==> src/rtl/div_sequencer.sv <==
// Iterative radix-2 restoring divider for RV32M DIV/DIVU/REM/REMU with pipeline stall/flush.
// Optional macro DIV_EARLY_OUT_EN: divide-by-zero and signed overflow go straight from accept to DONE.
module div_sequencer #(
    parameter int XLEN = 32,
    parameter int ITER = 32
) (
    input  logic            CLK,
    input  logic            RESET,
    input  logic            start,
    input  logic [4:0]      aluop,
    input  logic [XLEN-1:0] op1,
    input  logic [XLEN-1:0] op2,
    input  logic            flush,
    output logic            stall,
    output logic            busy,
    output logic            done,
    output logic [XLEN-1:0] result
);
    localparam int CW = $clog2(ITER);

    typedef enum logic [1:0] {
        IDLE = 2'd0,
        BUSY = 2'd1,
        DONE = 2'd2
    } state_t;

    state_t          state_q, state_d;
    logic [XLEN:0]   rem_q, rem_d;
    logic [XLEN-1:0] quo_q, quo_d;
    logic [XLEN-1:0] dvs_q, dvs_d;
    logic [XLEN-1:0] spec_val_q, spec_val_d;
    logic [XLEN-1:0] result_q, result_d;
    logic [CW-1:0]   cnt_q, cnt_d;
    logic            is_rem_q, is_rem_d;
    logic            neg_quo_q, neg_quo_d;
    logic            neg_rem_q, neg_rem_d;
    logic            spec_q, spec_d;

    logic            accept;
    logic            op_signed;
    logic            a_neg, b_neg;
    logic [XLEN-1:0] a_mag, b_mag;
    logic            div_zero, ovf;
    logic [XLEN-1:0] spec_val_in;
    logic [XLEN:0]   shifted;
    logic [XLEN+1:0] trial;
    logic            step_ok;
    logic [XLEN:0]   step_rem;
    logic [XLEN-1:0] step_quo;
    logic [XLEN-1:0] fin_quo, fin_rem, fin_val;

    // aluop[1] selects remainder, aluop[0] selects unsigned.
    assign accept    = (state_q == IDLE) && start && (aluop[4:2] == 3'b011) && !flush;
    assign op_signed = !aluop[0];
    assign a_neg     = op_signed && op1[XLEN-1];
    assign b_neg     = op_signed && op2[XLEN-1];
    assign a_mag     = a_neg ? -op1 : op1;
    assign b_mag     = b_neg ? -op2 : op2;
    assign div_zero  = (op2 == '0);
    assign ovf       = op_signed && (op1 == {1'b1, {(XLEN-1){1'b0}}}) && (op2 == '1);

    // Signed overflow returns the dividend itself as quotient, zero as remainder.
    assign spec_val_in = div_zero ? (aluop[1] ? op1 : '1) : (aluop[1] ? '0 : op1);

    assign shifted  = {rem_q[XLEN-1:0], quo_q[XLEN-1]};
    assign trial    = {1'b0, shifted} - {2'b00, dvs_q};
    assign step_ok  = !trial[XLEN+1];
    assign step_rem = step_ok ? trial[XLEN:0] : shifted;
    assign step_quo = {quo_q[XLEN-2:0], step_ok};

    assign fin_quo = neg_quo_q ? -step_quo : step_quo;
    assign fin_rem = neg_rem_q ? -step_rem[XLEN-1:0] : step_rem[XLEN-1:0];
    assign fin_val = spec_q ? spec_val_q : (is_rem_q ? fin_rem : fin_quo);

    always_comb begin
        state_d    = state_q;
        rem_d      = rem_q;
        quo_d      = quo_q;
        dvs_d      = dvs_q;
        spec_val_d = spec_val_q;
        result_d   = result_q;
        cnt_d      = cnt_q;
        is_rem_d   = is_rem_q;
        neg_quo_d  = neg_quo_q;
        neg_rem_d  = neg_rem_q;
        spec_d     = spec_q;
        case (state_q)
            IDLE: begin
                if (accept) begin
                    is_rem_d   = aluop[1];
                    quo_d      = a_mag;
                    dvs_d      = b_mag;
                    neg_quo_d  = a_neg ^ b_neg;
                    neg_rem_d  = a_neg;
                    spec_d     = div_zero || ovf;
                    spec_val_d = spec_val_in;
                    rem_d      = '0;
                    cnt_d      = '0;
                    state_d    = BUSY;
`ifdef DIV_EARLY_OUT_EN
                    if (div_zero || ovf) begin
                        state_d  = DONE;
                        result_d = spec_val_in;
                    end
`endif
                end
            end
            BUSY: begin
                if (flush) begin
                    state_d = IDLE;
                end else begin
                    rem_d = step_rem;
                    quo_d = step_quo;
                    cnt_d = cnt_q + CW'(1);
                    if (cnt_q == CW'(ITER - 1)) begin
                        state_d  = DONE;
                        result_d = fin_val;
                    end
                end
            end
            DONE: begin
                state_d = IDLE;
            end
            default: begin
                state_d = IDLE;
            end
        endcase
    end

    always_ff @(posedge CLK) begin
        if (RESET) begin
            state_q    <= IDLE;
            rem_q      <= '0;
            quo_q      <= '0;
            dvs_q      <= '0;
            spec_val_q <= '0;
            result_q   <= '0;
            cnt_q      <= '0;
            is_rem_q   <= 1'b0;
            neg_quo_q  <= 1'b0;
            neg_rem_q  <= 1'b0;
            spec_q     <= 1'b0;
        end else begin
            state_q    <= state_d;
            rem_q      <= rem_d;
            quo_q      <= quo_d;
            dvs_q      <= dvs_d;
            spec_val_q <= spec_val_d;
            result_q   <= result_d;
            cnt_q      <= cnt_d;
            is_rem_q   <= is_rem_d;
            neg_quo_q  <= neg_quo_d;
            neg_rem_q  <= neg_rem_d;
            spec_q     <= spec_d;
        end
    end

    assign stall  = accept || (state_q == BUSY);
    assign busy   = (state_q != IDLE);
    assign done   = (state_q == DONE);
    assign result = result_q;
endmodule

==> config.mk <==
export PLATFORM = sky130hd
export DESIGN_NAME = div_sequencer
export DESIGN_NICKNAME = d
export VERILOG_FILES = /design/src/rtl/div_sequencer.sv
export SDC_FILE = /design/constraint.sdc
export NUM_CORES = 1
export LEC_CHECK = 0
export ABC_CLOCK_PERIOD_IN_PS = 6200
export CORE_AREA = 3 3 156 174
export DETAILED_ROUTE_END_ITERATION = 6
export DIE_AREA = 0 0 159 177
export DONT_BUFFER_PORTS = 1
export PLACE_DENSITY_LB_ADDON = 0.1
export SETUP_SLACK_MARGIN = 0.05
export SYNTH_ARGS = -nofsm -noshare
export SYNTH_HDL_FRONTEND = slang
export SYNTH_SLANG_ARGS = --single-unit
==> constraint.sdc <==
create_clock -name CLK -period 6.2 [get_ports CLK]
set_input_delay 1.24 -clock CLK [delete_from_list [all_inputs] [get_ports CLK]]
set_output_delay 1.24 -clock CLK [all_outputs]
set_load 0.005 [all_outputs]
==> results.json, run 1 <==
{
  "port_buffers": 0,
  "finalHoldViolations": 0,
  "drt-initial-drc-count": 1437,
  "worstSetupStartpointType": "flip-flop",
  "critical_path.max_fanout": 12,
  "synth_warnings": 0,
  "clk_pin_slew_worst_paths_ps": 80,
  "ys_seq_area_share_pct": 26.45,
  "vias": 13310,
  "cts_root_buf": "clkbuf_16",
  "fin_crit_sh_pct": 83.10,
  "cts_max_level": 4,
  "slew_headroom_pct": 24.36,
  "cts_setup_buffers": 0,
  "fmax_mhz": 194.1,
  "synthFlopType": "dfxtp_1",
  "netlist_area_um2": 12940,
  "gp_congestion": 0.9351,
  "synth_async_sr_flop_share_pct": 0,
  "antenna_found_initial": 0,
  "comb_power_share_pct": 28.2,
  "post_drt_wl_per_cell_um": 21.14,
  "r2r-end": "result[28]$_SDFFE_PP0P_",
  "synth_area_per_cell_um2": 7.147,
  "multi_input_area_um2": 8820,
  "area_delta_synth_final_pct": 5.336,
  "ys_types": 77,
  "synth_top_area_share_pct": 26.45,
  "nets": 1833,
  "grt_pass1_wl_um": 69610,
  "layout_common_cells": "nor2_1 (286), a21oi_1 (189), dfxtp_1 (171)",
  "drive_gt1_share_pct": 4.792,
  "die_area_um2": 28140,
  "fin_skew_ps": 17.16,
  "dieWidth_um": 159,
  "cp-end-kind": "flip-flop",
  "syn_nets": 1924,
  "use_met2_pct": 50.43,
  "rows": 61,
  "critPathArrivalTime_ps": 5480,
  "intPower_uw": 1996,
  "fin_ws_ps": 1048,
  "busiest_layer": "met2",
  "fp.dieH_um": 177,
  "tightest_slew_ps": 1130,
  "switching_share_pct": 36.20,
  "fillCellCount": 2540,
  "clock_power_share_pct": 35.8,
  "ir_drop_v": 0.0001299,
  "synth.area.top_cells": "dfxtp_1 (26%), nor2_1 (8.3%), a21oi_1 (7.3%), o21ai_0 (5.0%), a211oi_1 (4.6%)",
  "path_class": "reg2reg",
  "final_max_slew_viol_count": 0,
  "reg2reg_depth": 19,
  "start_util_pct": 51.08,
  "drt_pass1_iterations": 5,
  "status": "finished, final reports clean",
  "rsz0062_at_grt": "false",
  "syn_inst": 1811,
  "tritoncts": "yes",
  "gr-usage-met1_pct": 40.19,
  "setup_viol": 0,
  "setup_tns_ps": 0,
  "synth_seq_cells": 171,
  "r2r_setup_slack_ps": 1050,
  "required_ps": 6530,
  "clk_latency_ps": 450,
  "viasPerCell": 6.406,
  "hold_path_class": "reg2reg",
  "cap_violations": 0,
  "wl_um": 43930,
  "worstReg2RegStart": "dvs_q[10]$_SDFFE_PP0P_",
  "crit_chain": "inv_1 -> ha_1 -> a21oi_1 -> o21ai_0 -> a221oi_2 -> a211o_1 -> nand2_1 -> nor2_1 -> a21oi_1 -> inv_1 -> ha_1 -> nand2_1 -> o31ai_1 -> buf_4 -> o2111ai_1 -> or3_1 -> or2_0 -> a211oi_1 -> nor2_1",
  "place_ws_ps": 1149,
  "grt_use_met3_pct": 4.025,
  "seqPwrFrac_pct": 36.0,
  "grt_max_degree": 171,
  "min_period_ps": 5152,
  "slowest_stage": "a221oi_2",
  "clockBufferDepth": 2,
  "layout_commonest_cell": "nor2_1",
  "p_leak_uw": 0.005083,
  "p_sw_uw": 1133,
  "yosysTopAreaCell": "dfxtp_1",
  "grtUsageTotal_pct": 30.56,
  "core_area_um2": 25340,
  "crit_path_end": "result[28]$_SDFFE_PP0P_",
  "ant_nets": 0,
  "grt_pass1_vias": 12390,
  "powerDensity_nw_per_um2": 229.5,
  "startpoint": "dvs_q[10]$_SDFFE_PP0P_",
  "place_hpwl_um": 31830,
  "synth-edff-count": 0,
  "cts_buffers": 17,
  "io_pins": 108,
  "cts_sinks": 171,
  "cpPeakStageDelay_ps": 560,
  "antennaDiodeCount": 0,
  "hold_buffers": 0,
  "hold_depth": 2,
  "drc": 0,
  "grt_overflow": 0,
  "ctsResizeCount": 0,
  "seq_area_um2": 3423
}
-- worst min-delay path by stage --
| stage | from | end | slack [ps] |
|---|---|---|---|
| global route | dvs_q[31]$_SDFFE_PP0P_ | dvs_q[31]$_SDFFE_PP0P_ | 490 |
| floorplan | dvs_q[31]$_SDFFE_PP0P_ | dvs_q[31]$_SDFFE_PP0P_ | 430 |
| detailed placement | dvs_q[31]$_SDFFE_PP0P_ | dvs_q[31]$_SDFFE_PP0P_ | 440 |
| global placement | dvs_q[31]$_SDFFE_PP0P_ | dvs_q[31]$_SDFFE_PP0P_ | 440 |
| CTS | dvs_q[31]$_SDFFE_PP0P_ | dvs_q[31]$_SDFFE_PP0P_ | 450 |
| finish | dvs_q[31]$_SDFFE_PP0P_ | dvs_q[31]$_SDFFE_PP0P_ | 450 |
-- kinds of logic after synthesis --
| logic type | after synthesis | share of synthesized area, % |
|---|---|---|
| AND/OR/NAND/NOR | 658 | 23.80 |
| AO/OA/AOI/OAI | 612 | 30.19 |
| buffers and inverters | 185 | 5.635 |
| flip-flops | 171 | 26.45 |
| XOR/XNOR | 127 | 8.593 |
| adder cells (fa/ha/maj) | 40 | 3.925 |
| multiplexers | 18 | 1.411 |
-- per-stage QoR --
| step | cells | area [um2] | power, uW | utilization (%) | hold WS (ps) |
|---|---|---|---|---|---|
| floorplan | 1811 | 12940 | 1799 | - | 431.9 |
| global route | 2078 | 13630 | 3257 | 53.81 | 489.3 |
| CTS | 2078 | 13630 | 3118 | 53.81 | 451.2 |
| finish | 2078 | 13630 | 3129 | 53.81 | 452.9 |
| global placement | 2047 | 13030 | 2007 | 51.43 | 437.9 |
| detailed placement | 2047 | 13030 | 2004 | 51.43 | 441.5 |
-- power by group through the flow --
stage                     logic [uW]  clock network, uW  registers, uW
after detailed placement         852                  0           1150
final                            881               1120           1130
after floorplan                  653                  0           1150
after global placement           855                  0           1150
after CTS                        860               1130           1130
after global routing             957               1170           1130
-- flip-flops by register name (all words and copies together) (netlist names) --
| signal | flops |
|---|---|
| cnt_q | 5 |
| neg_quo_q | 1 |
| rem_q | 32 |
| spec_q | 1 |
| is_rem_q | 1 |
| state_q | 2 |
| quo_q | 32 |
| spec_val_q | 32 |
| dvs_q | 32 |
| neg_rem_q | 1 |
| result | 32 |
-- critical path, delay by kind of cell (launching register included) --
family          cells  cell delay, ps
simple gates        6            1280
compound gates      8            2390
flops               1             420
fa+ha+maj           2             630
buf+inv             3             330
-- final cells by class --
| type | count | share of cell area [%] |
|---|---|---|
| Clock inverter | 14 | 1.294 |
| Sequential cell | 171 | 25.11 |
| Timing Repair Buffer | 20 | 1.101 |
| Clock buffer | 17 | 3.120 |
| Tap cell | 346 | 3.175 |
| Multi-Input combinational cell | 1455 | 64.69 |
| Inverter | 55 | 1.514 |
-- Yosys cell counts (all sizes together), types with 20 or more instances --
cell    count
nor2      287
inv        54
and3       23
a211oi     80
o21ai     134
clkbuf     98
dfxtp     171
xor2       66
o31ai      31
nand3      41
nor3       47
nand4      20
a31oi      33
ha         39
buf        32
nand2     117
a21oi     192
xnor2      61
-- metal layers --
layer | part of all wire [%] | vias to the layer above | routed length [um]
met5 | 0 | - | 0
li1 | - | 6435 | -
met3 | 6.3 | 74 | 2767
met1 | 43 | 6293 | 19050
met4 | 4.3 | 0 | 1904
met2 | 46 | 509 | 20210
(Power assumes the default switching activity.)
==> run 2, diff against run 1 <==
- ABC_CLOCK_PERIOD_IN_PS: 6200 -> 4900
- clock period: 6.2 -> 4.9 ns (I/O delays scaled with it)
==> results.json, run 2 (synthesis results as in run 1) <==
{
  "drt_pass1_iterations": 5,
  "clk_latency_ps": 460,
  "powerDensity_nw_per_um2": 291.9,
  "clockBufferDepth": 2,
  "die_area_um2": 28140,
  "grt_pass1_vias": 12350,
  "finalHoldViolations": 0,
  "comb_power_share_pct": 28.7,
  "fin_skew_ps": 19.51,
  "core_area_um2": 25340,
  "area_delta_synth_final_pct": 6.148,
  "dieWidth_um": 159,
  "io_pins": 108,
  "antennaDiodeCount": 0,
  "setup_tns_ps": 0,
  "clk_pin_slew_worst_paths_ps": 70,
  "slowest_stage": "or3_1",
  "cp-end-kind": "flip-flop",
  "holdWs_ps": 449.5,
  "path_class": "reg2reg",
  "drive_gt1_share_pct": 5.741,
  "switching_share_pct": 36.35,
  "wl_um": 44680,
  "ant_nets": 0,
  "drc": 0,
  "intPower_uw": 2553,
  "cts_buffers": 17,
  "tritoncts": "yes",
  "layout_common_cells": "nor2_1 (286), a21oi_1 (188), dfxtp_1 (171)",
  "status": "finished, final reports clean",
  "p_sw_uw": 1458,
  "fmax_mhz": 218.7,
  "fin_util_pct": 54.22,
  "vias": 13290,
  "viasPerCell": 6.366,
  "p_leak_uw": 0.005137,
  "min_period_ps": 4573,
  "ir_drop_v": 0.0002757,
  "antenna_found_initial": 0,
  "tightest_slew_ps": 1152,
  "final_max_slew_viol_count": 0,
  "cap_violations": 0,
  "start_util_pct": 51.08,
  "critical_path.max_fanout": 8,
  "cts_max_level": 4,
  "crit_chain": "inv_1 -> ha_1 -> fa_1 -> nor2b_1 -> o2111ai_2 -> a211oi_2 -> o21ai_0 -> a222oi_1 -> buf_4 -> mux2_2 -> o2111ai_1 -> or3_1 -> or2_0 -> a211oi_1 -> nor2_1",
  "layout_commonest_cell": "nor2_1",
  "fp.dieH_um": 177,
  "cpPeakStageDelay_ps": 490,
  "grtUsageTotal_pct": 30.83,
  "grt_overflow": 0,
  "cts_root_buf": "clkbuf_16",
  "setup_viol": 0,
  "critPathArrivalTime_ps": 4900,
  "cts_sinks": 171,
  "post_drt_wl_per_cell_um": 21.40,
  "drt-initial-drc-count": 1359,
  "gp_congestion": 0.9818,
  "rows": 61,
  "final_cells": 2088,
  "fin_crit_sh_pct": 93.32,
  "grt_pass1_wl_um": 70100,
  "fin_total_pwr_uw": 4011,
  "rsz0062_at_grt": "false",
  "worstSetupStartpointType": "flip-flop",
  "slew_headroom_pct": 23.07,
  "seqPwrFrac_pct": 35.5,
  "port_buffers": 0,
  "nets": 1843,
  "hold_path_class": "reg2reg",
  "required_ps": 5230,
  "grt_max_degree": 171,
  "clock_power_share_pct": 35.7,
  "place_inst": 2057,
  "hold_buffers": 0,
  "place_hpwl_um": 32250
}
run 2: worst paths after layout:
path / start / to / slack, ps / cells after the start
max: quo_q[31]$_SDFFE_PP0P_ / result[28]$_SDFFE_PP0P_ / 330 / 15
min: dvs_q[31]$_SDFFE_PP0P_ / dvs_q[31]$_SDFFE_PP0P_ / 450 / 2
min reg2reg: dvs_q[31]$_SDFFE_PP0P_ / dvs_q[31]$_SDFFE_PP0P_ / 450 / 2
max reg2reg: quo_q[31]$_SDFFE_PP0P_ / result[28]$_SDFFE_PP0P_ / 330 / 15
run 2: layout make-up:
class                           instances  area [um2]
Clock inverter                         14       177.7
Clock buffer                           17       425.4
Fill cell                            2558       11600
Timing Repair Buffer                   30       225.2
Sequential cell                       171        3423
Inverter                               55       206.4
Multi-Input combinational cell       1455        8848
Tap cell                              346       432.9
run 2: through the flow:
stage	setup slack, ps	instance area (um2)
6_report	327.4	13740
5_1_grt	67.04	13740
4_1_cts	241.9	13710
3_5_place_dp	309.3	13110
3_3_place_gp	255.0	13110
2_1_floorplan	146.3	12940
run 2: repair_timing:
item                       in CTS  in global routing
buffers inserted                0                  0
gates resized for setup         0                  7
setup endpoints to repair       0                 11
run 2: critical path, delay by kind of cell (launching register included):
family | cells | cell delay (ps)
AO/OA/AOI/OAI | 6 | 1850
adder cells (fa/ha/maj) | 2 | 670
buffers and inverters | 2 | 270
flip-flops | 1 | 480
multiplexers | 1 | 140
AND/OR/NAND/NOR | 4 | 1060
run 2: power groups by stage:
stage,Combinational [uW],Sequential (uW),Clock [uW]
5_1_grt,1260,1430,1490
4_1_cts,1120,1430,1440
2_1_floorplan,826,1450,0
3_3_place_gp,1110,1460,0
3_5_place_dp,1110,1460,0
6_report,1150,1430,1430
run 2: layer usage:
| layer | vias to the layer above | wire, um | GRT usage, % |
|---|---|---|---|
| met5 | - | 0 | 0 |
| met4 | 0 | 1495 | 11.46 |
| met3 | 57 | 2691 | 4.447 |
| met2 | 401 | 20910 | 51.56 |
| met1 | 6385 | 19580 | 40.58 |
| li1 | 6450 | - | - |
==> RTL change: new RTL, config.mk and constraints of run 2 <==
Change the parameter `XLEN` from 32 to 48.
--- a/src/rtl/div_sequencer.sv
+++ b/src/rtl/div_sequencer.sv
@@ -1,7 +1,7 @@
 // Iterative radix-2 restoring divider for RV32M DIV/DIVU/REM/REMU with pipeline stall/flush.
 // Optional macro DIV_EARLY_OUT_EN: divide-by-zero and signed overflow go straight from accept to DONE.
 module div_sequencer #(
-    parameter int XLEN = 32,
+    parameter int XLEN = 48,
     parameter int ITER = 32
 ) (
     input  logic            CLK,
Ports: changed (resized op1, op2 and result); port bits go from 108 to 156. The function was not compared with the original's and may differ.
==> RTL change against run 2 <==
The run now ends with DRC left. First-iteration DRC count grew to 2.8 times the old value. Clock skew shrank 0.0061 ns. Sequential cell count grew 80. Setup slack lost 0.22 ns. Global-route usage grew 17 points. Design area grew 53%. Area after synthesis grew 49%. Critical path type unchanged. Count of clock-buffer cells in the layout grew 21. Maximum frequency shrank 4.7%. Routed wire length grew 60%. Power grew 70%.
==> RTL change: results (changes against run 2) <==
[pwr]
p_clk_frac = 0.373  ; was 0.357
p_int_w = 0.00440  ; was 0.00255 W
peakVddDrop_mv = 0.328  ; was 0.276 mV
netSwitchingFraction = 0.353  ; was 0.363

[route]
vias = 22190  ; was 13293
firstDrtPassIters = 7  ; was 5
drc = 22  ; was 0

[synth]
yosys-top-cells-count = 452 x nor2_1, 251 x dfxtp_1, 250 x a21oi_1, 233 x o21ai_0, 203 x nand2_1  ; was 287 x nor2_1, 189 x a21oi_1, 171 x dfxtp_1, 129 x o21ai_0, 117 x nand2_1
synth-xor-area-share = 0.0861  ; was 0.0859
avgSynthCellArea_sq_um = 7.04  ; was 7.15 sq um
syn-num-nets = 2904  ; was 1924
synthMuxAreaShare = 0.0158  ; was 0.0141
synthAdderAreaFrac = 0.0367  ; was 0.0392
yosysSeqAreaShare = 0.260  ; was 0.264
yosysUniqueCellTypes = 89  ; was 77
synth-compound-area-share = 0.294  ; was 0.302
synth.area.top_cells = dfxtp_1 26%, nor2_1 8.8%, a21oi_1 6.5%  ; was dfxtp_1 26%, nor2_1 8.3%, a21oi_1 7.3%

[critical_path]
r2r_slack_ns = 0.10  ; was 0.33 ns
reg2reg_from = rem_q[30]  ; was quo_q[31]
cp-startpoint = rem_q[30]  ; was quo_q[31]
reg2reg_to = result[44]  ; was result[28]
cpLargestDelayFamily = simple AND/OR/NAND/NOR gates  ; was compound AO/OA/AOI/OAI gates
critPathSlowestCell = or3_4  ; was or3_1
cp_max_fo = 24  ; was 8
arrival_ns = 5.21  ; was 4.90 ns
crit_end = result[44]  ; was result[28]

[global_routing]
grt_max_degree = 223  ; was 171
grt_pass1_vias = 20487  ; was 12353
use_met1 = 0.580  ; was 0.406
antenna_found_initial = 2  ; was 0
grtUsageMet2 = 0.740  ; was 0.516
grt_pass1_wl_mm = 110  ; was 70.1 mm
grt_usage = 0.477  ; was 0.308

[status]
violations = DRC
outcome = finished, violations left  ; was complete, no violations

[finish]
fill_cells = 1700  ; was 2558
fin_nets = 2811  ; was 1843
final_area_sq_mm = 0.0210  ; was 0.0137 sq mm

[clock_tree]
cts-htree-levels = 1  ; was 4
numCtsBuffers = 28  ; was 17

[sta]
tightest_slew_ns = 1.19  ; was 1.15 ns
clock_skew_ns = 0.0134  ; was 0.0195 ns

[worst_hold_path]
hold_start = dvs_q[26]  ; was dvs_q[31]
hold_end = dvs_q[26]  ; was dvs_q[31]

[place]
dp_cells = 2963  ; was 2057
place_ws_ns = -0.0254  ; was 0.309 ns

## RTL change: changes by cell type after synthesis, moves of 16 or more
cell / before / now
nor2_1: 287 / 452
o21ai_0: 129 / 233
nand2_1: 117 / 203
dfxtp_1: 171 / 251
clkbuf_1: 98 / 160
a21oi_1: 189 / 250
xor2_1: 66 / 106
a31oi_1: 33 / 61
nor3_1: 47 / 74
or3_1: 19 / 42
xnor2_1: 61 / 84
nand3_1: 41 / 61
inv_1: 54 / 73
ha_1: 39 / 55
## RTL change: layout make-up
class,instances,area share
Multi-Input combinational cell,2218,0.645
Clock buffer,38,0.0390
Tap cell,346,0.0206
Timing Repair Buffer,77,0.0293
Sequential cell,251,0.239
Clock inverter,14,0.0134
Inverter,74,0.0132
## RTL change: per-layer routing
layer	up-vias	share of wire
li1	9778	-
met1	10018	0.34
met2	1938	0.43
met3	456	0.15
met4	0	0.085
met5	-	0
## RTL change: repair_timing
item,CTS,global route
setup buffers,1,2
pin swaps,0,10
hold buffers,0,0
resized for setup,7,27
setup endpoints to repair,10,20
